===== src/rtl/logic_unit_arbiter.sv =====
`default_nettype none
// ============================================================================
// Module   : logic_unit_arbiter
// Purpose  : Two-requester arbiter in front of a shared bitwise logic unit
//            (AND/OR/XOR/NAND), round-robin on contention, one op in flight.
// Revision : 1.0 - initial release
// ============================================================================
module logic_unit_arbiter #(
  parameter int WIDTH = 32
) (
  input  logic             clk,
  input  logic             rst_n,
  input  logic             req0,
  input  logic [WIDTH-1:0] in1_0,
  input  logic [WIDTH-1:0] in2_0,
  input  logic [1:0]       op0,
  input  logic             req1,
  input  logic [WIDTH-1:0] in1_1,
  input  logic [WIDTH-1:0] in2_1,
  input  logic [1:0]       op1,
  output logic             gnt0,
  output logic             gnt1,
  output logic             valid,
  output logic [WIDTH-1:0] out,
  output logic             owner,
  output logic             busy
);

  typedef enum logic [1:0] {
    IDLE = 2'd0,
    EXEC = 2'd1,
    DONE = 2'd2
  } state_t;

  state_t           r_state;
  state_t           w_state_next;
  logic             r_ptr;
  logic [WIDTH-1:0] r_in1;
  logic [WIDTH-1:0] r_in2;
  logic [1:0]       r_op;
  logic             w_any_req;
  logic             w_winner;
  logic [WIDTH-1:0] w_result;

  // On contention the pointer decides; otherwise the lone requester wins.
  always_comb begin
    w_any_req = req0 | req1;
    w_winner  = (req0 & req1) ? r_ptr : req1;
  end

  always_comb begin
    w_result = '0;
    case (r_op)
      2'b00:   w_result = r_in1 & r_in2;
      2'b01:   w_result = r_in1 | r_in2;
      2'b10:   w_result = r_in1 ^ r_in2;
      default: w_result = ~(r_in1 & r_in2);
    endcase
  end

  always_comb begin
    w_state_next = r_state;
    case (r_state)
      IDLE:    if (w_any_req) w_state_next = EXEC;
      EXEC:    w_state_next = DONE;
      DONE:    w_state_next = IDLE;
      default: w_state_next = IDLE;
    endcase
  end

  always_ff @(posedge clk or negedge rst_n) begin
    if (!rst_n) r_state <= IDLE;
    else        r_state <= w_state_next;
  end

  always_ff @(posedge clk or negedge rst_n) begin
    if (!rst_n) begin
      r_in1 <= '0;
      r_in2 <= '0;
      r_op  <= '0;
      r_ptr <= 1'b0;
      owner <= 1'b0;
      out   <= '0;
      valid <= 1'b0;
    end else begin
      valid <= 1'b0;
      case (r_state)
        IDLE: begin
          if (w_any_req) begin
            r_in1 <= w_winner ? in1_1 : in1_0;
            r_in2 <= w_winner ? in2_1 : in2_0;
            r_op  <= w_winner ? op1   : op0;
            owner <= w_winner;
          end
        end
        EXEC: begin
          out   <= w_result;
          valid <= 1'b1;
        end
        DONE: r_ptr <= ~owner;
        default: ;
      endcase
    end
  end

  // Grants are decoded from state so they vanish together with a reset.
  assign gnt0 = (r_state == EXEC) & ~owner;
  assign gnt1 = (r_state == EXEC) &  owner;
  assign busy = (r_state != IDLE);

endmodule
`default_nettype wire


===== config.mk =====
export PLATFORM = sky130hd
export DESIGN_NAME = logic_unit_arbiter
export DESIGN_NICKNAME = d
export VERILOG_FILES = /design/src/rtl/logic_unit_arbiter.sv
export SDC_FILE = /design/constraint.sdc
export NUM_CORES = 1
export LEC_CHECK = 0
export CORE_ASPECT_RATIO = 2
export CORE_MARGIN = 3
export CORE_UTILIZATION = 40
export CTS_CLUSTER_SIZE = 16
export DETAILED_ROUTE_END_ITERATION = 6
export GPL_ROUTABILITY_DRIVEN = 0
export HOLD_SLACK_MARGIN = 0.15
export MAX_ROUTING_LAYER = met4
export PLACE_DENSITY = 0.67
export REMOVE_ABC_BUFFERS = 1
export SYNTH_ARGS = -nofsm -noshare
export SYNTH_HDL_FRONTEND = slang
export SYNTH_SLANG_ARGS = --single-unit

===== constraint.sdc =====
create_clock -name clk -period 1.7 [get_ports clk]
set_input_delay 0.255 -clock clk [delete_from_list [all_inputs] [get_ports clk]]
set_output_delay 0.255 -clock clk [all_outputs]
set_load 0.02 [all_outputs]

After elaboration in Yosys (flattened, before gate mapping). Index checks and enable logic that the tools add are counted. W data, S select, Z words.

Flip-flop bits (word level): 103. Bits of input ports: 136. Output and inout bits: 37. Word-level logic and storage cells: 34.

Equality and inequality tests: 5. Mux-type cells: 8. Bitwise operators: 9. Reduce and logical (&&, ||, !) cells: 4.

Operators by type and width (number): $pmux W32 S3 (1); $mux W32 (2); $and A32 B32 Y32 (1); $not A32 Y32 (1); $or A32 B32 Y32 (1); $xor A32 B32 Y32 (1); $eq A2 B1 Y1 const B (2); $eq A2 B2 Y1 const B (2); $logic_not A2 Y1 (2); $mux W2 (2); $pmux W2 S2 (1); $and A1 B1 Y1 (3); $mux W1 (2); $ne A2 B2 Y1 const B (1); $reduce_and A2 Y1 (1); $reduce_bool A2 Y1 (1); $not A1 Y1 (1); $or A1 B1 Y1 (1).

Logic depth before layout (Yosys ltp). Gate-level depths: netlist (run 1).

Depth in word-level cells: 3. Depth in mapped cells: 6.

Worst setup path before layout (run 1). Ideal clock, no wire load.

Path kind: register to output. Start point: reg r_state[1]. End point: out gnt0. Arrival time: 1.198 ns. Data required time: 1.445 ns. Path slack: 0.247 ns. Stages on the path, launching flop included: 5. Buffers on the path: 2. Path through: dfrtp_1 > nand2b_1 > buf_2 > buf_2 > nor2_1.

Word-level cells in the longest chain between the ends: 2.

Ends and longest elaborated chain: from (decl) (RTL line 35) `state_t r_state;`; from (signal assigned) (RTL line 73) `else r_state <= w_state_next;`; $eq A2 B1 Y1 (RTL line 107) `assign gnt0 = (r_state == EXEC) & ~owner;`; $and A1 B1 Y1 (RTL line 107); to (decl) (RTL line 21) `output logic gnt0,`.

No other way between the ends.

Worst setup path after layout (run 1).
Start point: reg out[2]. End point: out out[2].

RTL lines: from (decl) (RTL line 24) `output logic [WIDTH-1:0] out,`; from (signal assigned) (RTL line 97) `out <= w_result;`.

No word-level cell between the ends.

==> results of run 1 <==
-- layout make-up --
type	count	area (sq um)	area share [%]
tap	210	262.8	2.815
inverter	68	255.2	2.735
sequential	103	2580	27.64
timing repair buffer	206	2156	23.10
multi-input combinational	560	3790	40.60
clock buffer	10	229.0	2.453
clock inverter	6	61.31	0.6568
-- sequential cells by signal (all words and copies together) (netlist names) --
signal	count
out	32
r_in1	32
r_in2	32
r_op	2
r_state	2
owner	1
r_ptr	1
valid	1
-- cells in the mapped netlist, types with 2 or more instances --
cell	count	area share [%]
sky130_fd_sc_hd__a21oi_1	82	5.8
sky130_fd_sc_hd__a22oi_1	10	1.1
sky130_fd_sc_hd__a31oi_1	66	5.9
sky130_fd_sc_hd__buf_2	36	2.6
sky130_fd_sc_hd__buf_4	9	0.96
sky130_fd_sc_hd__buf_6	11	1.8
sky130_fd_sc_hd__clkbuf_1	15	0.80
sky130_fd_sc_hd__clkbuf_2	3	0.21
sky130_fd_sc_hd__dfrtp_1	103	37
sky130_fd_sc_hd__ha_1	64	11
sky130_fd_sc_hd__inv_1	67	3.6
sky130_fd_sc_hd__mux2_2	16	2.6
sky130_fd_sc_hd__mux2i_1	32	4.5
sky130_fd_sc_hd__nand2_1	39	2.1
sky130_fd_sc_hd__nand2b_1	13	1.2
sky130_fd_sc_hd__nand3_1	66	4.7
sky130_fd_sc_hd__nor2_1	2	0.11
sky130_fd_sc_hd__nor2b_1	36	3.2
sky130_fd_sc_hd__o211ai_1	26	2.8
sky130_fd_sc_hd__o21ai_0	40	2.8
sky130_fd_sc_hd__o21ai_1	44	3.1
sky130_fd_sc_hd__o31ai_1	13	1.4
sky130_fd_sc_hd__or2_2	6	0.53
-- worst paths after layout --
check | startpoint | to | slack (ps) | cells after the start
max | out[2]$_DFFE_PN0P_ | out[2] | 50 | 1
min | req1 | r_in1[24]$_DFFE_PN0P_ | 280 | 3
max reg2reg | r_state[1]$_DFFE_PN0P_ | r_in1[9]$_DFFE_PN0P_ | 250 | 6
min reg2reg | out[11]$_DFFE_PN0P_ | out[11]$_DFFE_PN0P_ | 480 | 2
max in group asynchronous | rst_n | r_op[0]$_DFFE_PN0P_ | 770 | 3
min in group asynchronous | rst_n | r_in1[10]$_DFFE_PN0P_ | 360 | 2
-- per-layer routing --
metal,vias up,GRT usage (%),routed length [microns]
met1,3016,22.77,7288
met2,165,39.06,11060
met3,47,2.053,670
met4,0,10.89,980
met5,-,-,0
li1,3132,-,-
-- per-stage QoR --
stage                     setup TNS, ps  power, mW  instance area (sq um)
after floorplan                 -115440      10.76                   6613
after global placement           -614.4      14.17                   9050
after detailed placement          -1812      14.49                   9050
after CTS                             0      16.60                   9349
after global routing                  0      17.92                   9334
final                                 0      16.39                   9334
-- power by group --
| part | internal [mW] | switching [mW] |
|---|---|---|
| logic | 4.50 | 5.10 |
| clock network | 1.14 | 0.946 |
| registers | 3.74 | 0.976 |
-- cells by family (layout without fill, tap and decap cells) --
group           after synthesis  in the layout  share of synthesized area, %
compound gates              281            281                         22.84
buf+inv                     142            290                         9.895
flops                       103            103                         36.53
simple gates                167            167                         12.29
mux                          48             48                         7.093
fa+ha+maj                    64             64                         11.35
-- worst min-delay path, delay by kind of cell --
family / cells / cell delay (ps)
buffers and inverters: 1 / 170
and+or+nand+nor: 1 / 80
AOI/OAI and AO/OA: 1 / 70
-- what timing repair did --
item / in CTS / in global routing
gates resized for setup: 7 / 4
setup endpoints to repair: 4 / 3
hold buffers: 1 / 0
hold endpoints to repair: 44 / 0
==> impl_metrics.yaml, run 1 <==
status:
  status: "finished clean"
route:
  via_count: 6360
  route.detailed.wl_per_inst_microns: 17.19
  route.detailed.drc: 0
  firstDrtPassIters: 6
  drt_iter0_drc: 242
  antenna_left: 0
  vias_per_cell: 5.469
  routed_wirelength_mm: 20.00
place:
  place_hpwl_mm: 14.45
  dpl.cell_count: 1146
  dpl_worst_slack_ps: -63.72
  place.port_buffers: 172
clocking:
  cts_root_buffer: "sky130_fd_sc_hd__clkbuf_16"
  worst_setup_hold_path_clk_slew_ps: 70
  cts_sink_count: 103
  cts_max_level: 3
  clock_tree_from_tritoncts: "yes"
  max-clock-path-buffers: 2
  cts_inserted_buffers: 9
  worst_skew_pair.late_latency_ps: 350
  postCtsSetupRepairBufs: 0
sta:
  skew_ps: 10.77
  worst_slew_pin_slew_ps: 585.8
  finalCritPeriodShare_pct: 96.86
  max_clock_freq_mhz: 607.3
  holdWs_ps: 278.9
  finalSetupViolCount: 0
  final-hold-violation-count: 0
  timing.final.max_slew_violations: 0
  worst_slew_margin_pct: 60.95
  grt_setup_unrepaired: "no"
  worst_slack_ps: 53.42
  finalCriticalPeriod_ps: 1647
worst_setup_path:
  cp.buffers_inverters: 1
  cp.arrival_ps: 1390
  crit_chain: "clkdlybuf4s50_1"
  setup.worst_path.class: "reg2out"
  crit_path_max_incr_delay_ps: 700
  cpLargestDelayFamily: "buffers and inverters"
  cp_data_required_time_ps: 1440
  cp_slowest_cell: "sky130_fd_sc_hd__clkdlybuf4s50_1"
  timing.critical_path.from_type: "register"
  crit_path_max_fanout: 2
  capturing_element_type_of_the_critical_path: "primary output"
layout:
  flow.area_growth_from_synthesis_pct: 32.29
  mostFrequentLayoutCells: "166 x sky130_fd_sc_hd__clkdlybuf4s50_1, 101 x sky130_fd_sc_hd__dfrtp_1, 82 x sky130_fd_sc_hd__a21oi_1"
  final-instance-count-excl-fill: 1163
  filler_cell_count: 1626
  fraction_of_layout_instances_using_a_drive_strength_above_1_pct: 8.919
  most_frequent_standard_cell_in_the_layout_excluding_fill_and_tap_cells: "sky130_fd_sc_hd__clkdlybuf4s50_1"
  layout.core_utilization_pct: 54.04
  finish.net_count: 1148
  antenna_cells: 0
grt:
  grt_max_degree: 67
  antenna_found_initial: 0
  grt_util_all_layers_pct: 21.61
  grt_pass1_wl_mm: 32.31
  globalRoute.totalOverflow: 0
  via_count_of_the_first_global_routing_pass: 6525
die:
  initial_core_util_pct: 40.85
  ioPinCount: 173
  core_area_sq_mm: 0.01727
  floorplan.die.height_microns: 193.8
  die-width_microns: 99.91
  design.die.area_sq_mm: 0.01936
  fp-row-count: 68
pwr:
  power.density_cell_area_mw_per_mm2: 1756
  max-vdd-ir-drop_v: 0.0008799
  total_leakage_power_nw: 4.172
synthesis:
  yosys_warnings: 0
  ys_dominant_reg_cell: "sky130_fd_sc_hd__dfrtp_1"
  syn-mean-instance-area_sq_um: 8.765
  gate_count_of_the_mapped_netlist: 805
  ys_types: 29
  synth-seq-area-share_pct: 36.53
  number_of_enable_type_register_cells_in_the_synthesized_netlist: 0
  mappedNetlistArea_sq_mm: 0.007056
  async_flop_share_pct: 100.0
  ys_seq_elements: 103
hold_path:
  holdCritPathClass: "in2reg"
run:
  drv.max_cap_violation_count: 0
(Power assumes the default switching activity.)
==> run 2, diff against run 1 <==
HOLD_SLACK_MARGIN = 0.1   (was 0.15)
RECOVER_POWER = 50   (was not set)
==> impl_metrics.yaml, run 2 (same netlist as run 1, synthesis figures left out) <==
worst_setup_path:
  cp_data_required_time_ps: 1440
  setup.worst_path.class: "reg2out"
  capturing_element_type_of_the_critical_path: "primary output"
  crit_path_max_fanout: 2
  cp.buffers_inverters: 1
  cpLargestDelayFamily: "buffers and inverters"
  cp_slowest_cell: "sky130_fd_sc_hd__clkdlybuf4s50_1"
  cp.arrival_ps: 1390
  crit_path_max_incr_delay_ps: 700
  timing.critical_path.from_type: "register"
  crit_chain: "clkdlybuf4s50_1"
sta:
  finalCriticalPeriod_ps: 1647
  worst_slew_margin_pct: 59.69
  grt_setup_unrepaired: "no"
  setup_tns_ps: 0
  holdWs_ps: 278.5
  finalCritPeriodShare_pct: 96.91
  timing.final.max_slew_violations: 0
  worst_slew_pin_slew_ps: 604.7
  max_clock_freq_mhz: 607.0
  finalSetupViolCount: 0
  final-hold-violation-count: 0
  skew_ps: 11.07
  worst_slack_ps: 52.53
pwr:
  power.density_cell_area_mw_per_mm2: 1763
  power_switching_mw: 7.016
  p_seq_share_pct: 28.8
  internal_power_mw: 9.348
  pwr-share-comb_pct: 58.5
  max-vdd-ir-drop_v: 0.0008745
  p_clk_share_pct: 12.8
  finalPower_mw: 16.36
  sw_frac_of_total_pct: 42.88
  total_leakage_power_nw: 4.155
layout:
  most_frequent_standard_cell_in_the_layout_excluding_fill_and_tap_cells: "sky130_fd_sc_hd__clkdlybuf4s50_1"
  multi_input_comb_area_sq_mm: 0.003785
  filler_cell_count: 1633
  reg.largest.list: "out: 32 flops, r_in1: 32 flops, r_in2: 32 flops"
  mostFrequentLayoutCells: "165 x sky130_fd_sc_hd__clkdlybuf4s50_1, 101 x sky130_fd_sc_hd__dfrtp_1, 82 x sky130_fd_sc_hd__a21oi_1"
  finish.net_count: 1148
  antenna_cells: 0
  fraction_of_layout_instances_using_a_drive_strength_above_1_pct: 8.709
  flow.area_growth_from_synthesis_pct: 31.58
  layout.area.seq_sq_mm: 0.002580
place:
  dpl_worst_slack_ps: -63.72
  place_hpwl_mm: 14.45
  place.port_buffers: 172
die:
  ioPinCount: 173
  fp-row-count: 68
  core_area_sq_mm: 0.01727
  initial_core_util_pct: 40.85
  design.die.area_sq_mm: 0.01936
  die-width_microns: 99.91
  floorplan.die.height_microns: 193.8
clocking:
  cts_root_buffer: "sky130_fd_sc_hd__clkbuf_16"
  cts_max_level: 3
  clock_tree_from_tritoncts: "yes"
  worst_setup_hold_path_clk_slew_ps: 70
  cts_sink_count: 103
  cts_inserted_buffers: 9
  worst_skew_pair.late_latency_ps: 350
  max-clock-path-buffers: 2
route:
  top_layer_used: "met4"
  route.detailed.drc: 0
  vias_per_cell: 5.475
  wl_met1_mm: 7.396
  routed_wirelength_mm: 19.99
  met2RoutedLength_mm: 11.00
  antenna_left: 0
  met3_length_microns: 613
  firstDrtPassIters: 6
  route.detailed.wl_per_inst_microns: 17.19
  via_count: 6368
  drt_iter0_drc: 211
run:
  drv.max_cap_violation_count: 0
hold_path:
  holdCritPathClass: "in2reg"
grt:
  globalRoute.totalOverflow: 0
  grt_util_all_layers_pct: 21.61
  antenna_found_initial: 0
  grt_pass1_wl_mm: 32.31
  via_count_of_the_first_global_routing_pass: 6525
  grt_max_degree: 67
status:
  status: "finished clean"
run 2: cell types whose count changed in the layout (fill, tap and decap cells not counted):
cell	previous run	this run
sky130_fd_sc_hd__buf_12	16	13
sky130_fd_sc_hd__nand2b_1	11	13
sky130_fd_sc_hd__nand2b_2	2	0
sky130_fd_sc_hd__clkdlybuf4s50_1	166	165
sky130_fd_sc_hd__clkbuf_2	2	5
sky130_fd_sc_hd__dlygate4sd3_1	1	2
sky130_fd_sc_hd__clkbuf_4	0	1
sky130_fd_sc_hd__buf_4	18	17
run 2: worst paths after layout:
path / startpoint / slack (ps) / cells past startpoint / endpoint
worst max register to register: r_state[0]$_DFFE_PN0P_ / 210 / 3 / out[24]$_DFFE_PN0P_
worst max-delay path: out[2]$_DFFE_PN0P_ / 50 / 1 / out[2]
max in group asynchronous: rst_n / 250 / 3 / r_in1[23]$_DFFE_PN0P_
min in group asynchronous: rst_n / 440 / 2 / r_in1[10]$_DFFE_PN0P_
worst min register to register: out[11]$_DFFE_PN0P_ / 480 / 2 / out[11]$_DFFE_PN0P_
worst min-delay path: req1 / 280 / 3 / r_in1[24]$_DFFE_PN0P_
run 2: power groups by stage:
| stage | Clock, mW | Combinational, mW | Sequential, mW |
|---|---|---|---|
| finish | 2.09 | 9.57 | 4.71 |
| global route | 2.24 | 10.8 | 4.88 |
| CTS | 2.13 | 9.75 | 4.72 |
| detailed placement | 0 | 9.72 | 4.76 |
| global placement | 0 | 9.46 | 4.72 |
| floorplan | 0 | 5.41 | 5.35 |
run 2: layout make-up:
| cell class | count | area share, % |
|---|---|---|
| clock buffer | 10 | 2.466 |
| clock inverter | 6 | 0.6604 |
| inverter | 68 | 2.749 |
| multi-input combinational | 560 | 40.77 |
| sequential | 103 | 27.79 |
| tap | 210 | 2.830 |
| timing repair buffer | 206 | 22.74 |
run 2: repair_timing:
action / CTS / global route
setup buffers: 0 / 0
resized for setup: 7 / 4
setup endpoints to repair: 4 / 3
hold endpoints to repair: 17 / 0
hold buffers: 1 / 0
run 2: stage by stage:
stage,std cells,util [%],instance area [sq um]
finish,1163,53.75,9284
global route,1163,53.75,9284
CTS,1163,54.13,9349
detailed placement,1146,52.40,9050
global placement,1146,52.40,9050
floorplan,731,-,6613
run 2: metal layers:
layer,track usage (%),up-vias
met3,2.053,47
li1,-,3134
met2,39.06,150
met4,10.89,0
met5,-,-
met1,22.77,3037
==> run 3, diff against run 2 <==
ABC_AREA = 0   (was not set)
CORE_ASPECT_RATIO = 0.9   (was 2)
==> impl_metrics.yaml, run 3 (same netlist as run 1, synthesis figures left out) <==
sta:
  worst_slack_ps: 72.99
  skew_ps: 6.006
  setup_tns_ps: 0
  worst_slew_margin_pct: 38.02
  finalSetupViolCount: 0
  finalCriticalPeriod_ps: 1627
  worst_slew_pin_slew_ps: 929.8
  final-hold-violation-count: 0
  holdWs_ps: 288.9
  timing.final.max_slew_violations: 0
  max_clock_freq_mhz: 614.6
  grt_setup_unrepaired: "no"
  finalCritPeriodShare_pct: 95.71
worst_setup_path:
  crit_chain: "clkdlybuf4s50_1"
  capturing_element_type_of_the_critical_path: "primary output"
  setup.worst_path.class: "reg2out"
  crit_path_max_incr_delay_ps: 660
  cp_slowest_cell: "sky130_fd_sc_hd__clkdlybuf4s50_1"
  worst_reg2reg_path_length_in_cells: 4
  timing.critical_path.from_type: "register"
  path_depth: 1
  cp.arrival_ps: 1370
  cp_data_required_time_ps: 1440
  cpLargestDelayFamily: "buffers and inverters"
  cp.buffers_inverters: 1
  crit_path_max_fanout: 2
route:
  antenna_left: 0
  vias_per_cell: 5.265
  drt_iter0_drc: 260
  routed_wirelength_mm: 18.45
  route.detailed.wl_per_inst_microns: 15.60
  route.detailed.drc: 0
  firstDrtPassIters: 5
  via_count: 6229
grt:
  antenna_found_initial: 0
  grt-busiest-layer: "met2"
  grt_util_all_layers_pct: 19.85
  grt_use_met2_pct: 32.60
  via_count_of_the_first_global_routing_pass: 6109
  grt_max_degree: 67
  grt_pass1_wl_mm: 30.79
  globalRoute.totalOverflow: 0
  globalRouteMet3Util_pct: 4.606
  met1_usage_pct: 25.25
place:
  place.port_buffers: 172
  place_hpwl_mm: 12.97
  dpl_worst_slack_ps: 0.5105
die:
  ioPinCount: 173
  floorplan.die.height_microns: 132.0
  die-width_microns: 146.0
  core_area_sq_mm: 0.01706
  design.die.area_sq_mm: 0.01927
  fp-row-count: 45
  initial_core_util_pct: 41.36
clocking:
  cts_sink_count: 103
  cts_max_level: 3
  worst_setup_hold_path_clk_slew_ps: 70
  clock_tree_from_tritoncts: "yes"
  max-clock-path-buffers: 2
  worst_skew_pair.late_latency_ps: 350
  cts_root_buffer: "sky130_fd_sc_hd__clkbuf_16"
  cts_inserted_buffers: 9
layout:
  finish.net_count: 1143
  reg.largest.list: "out: 32 flops, r_in1: 32 flops, r_in2: 32 flops"
  multi_input_comb_area_sq_mm: 0.003789
  mostFrequentLayoutCells: "167 x sky130_fd_sc_hd__clkdlybuf4s50_1, 101 x sky130_fd_sc_hd__dfrtp_1, 82 x sky130_fd_sc_hd__a21oi_1"
  filler_cell_count: 1549
  flow.area_growth_from_synthesis_pct: 33.78
  fraction_of_layout_instances_using_a_drive_strength_above_1_pct: 8.122
  most_frequent_standard_cell_in_the_layout_excluding_fill_and_tap_cells: "sky130_fd_sc_hd__clkdlybuf4s50_1"
  layout.area.seq_sq_mm: 0.002582
  layout.core_utilization_pct: 55.33
  antenna_cells: 0
pwr:
  power.density_cell_area_mw_per_mm2: 1780
  total_leakage_power_nw: 4.188
  max-vdd-ir-drop_v: 0.0008184
status:
  status: "finished clean"
hold_path:
  worstHoldPathCells: 3
  holdCritPathClass: "in2reg"
run:
  drv.max_cap_violation_count: 0
-- run 3: cell types whose count changed in the layout (fill, tap and decap cells not counted), sizes merged --
cell | before | now
buf | 32 | 27
bufinv | 1 | 4
clkbuf | 16 | 15
clkdlybuf4s15 | 0 | 1
clkdlybuf4s50 | 165 | 167
clkinv | 3 | 0
dlygate4sd3 | 2 | 1
inv | 69 | 68
-- run 3: power breakdown --
group | switching [mW] | internal [mW]
clock network | 0.941 | 1.67
registers | 1.06 | 3.74
logic | 4.94 | 4.45
-- run 3: repair_timing --
action,4_1_cts,5_1_grt
hold buffers,1,0
hold endpoints to repair,28,0
setup endpoints to repair,3,2
buffers inserted,0,0
gates resized for setup,3,3
-- run 3: area by class of cell --
class / instances / area share (%)
multi-input combinational: 560 / 40.14
tap: 235 / 3.115
sequential: 103 / 27.36
timing repair buffer: 201 / 22.65
clock inverter: 5 / 1.352
inverter: 68 / 2.704
clock buffer: 11 / 2.678
-- run 3: final timing paths --
check | startpoint | end | slack, ps
max | out[30]$_DFFE_PN0P_ | out[30] | 70
min | req1 | r_in1[8]$_DFFE_PN0P_ | 290
max reg2reg | r_op[1]$_DFFE_PN0P_ | out[19]$_DFFE_PN0P_ | 150
min reg2reg | out[4]$_DFFE_PN0P_ | out[4]$_DFFE_PN0P_ | 480
max in group asynchronous | rst_n | r_op[0]$_DFFE_PN0P_ | 430
min in group asynchronous | rst_n | out[9]$_DFFE_PN0P_ | 590
-- run 3: per-layer routing --
metal	wire length, microns	up-vias
li1	-	3120
met1	8401	2933
met2	8779	161
met3	1070	15
met4	201	0
met5	0	-
-- run 3: metrics by stage --
step                      cells  cell area (sq um)  power (mW)
after floorplan             731               6613       10.76
after global placement     1166               9071       14.02
after detailed placement   1166               9071       14.36
after CTS                  1183               9458       17.04
after global routing       1183               9439       18.31
final                      1183               9439       16.80
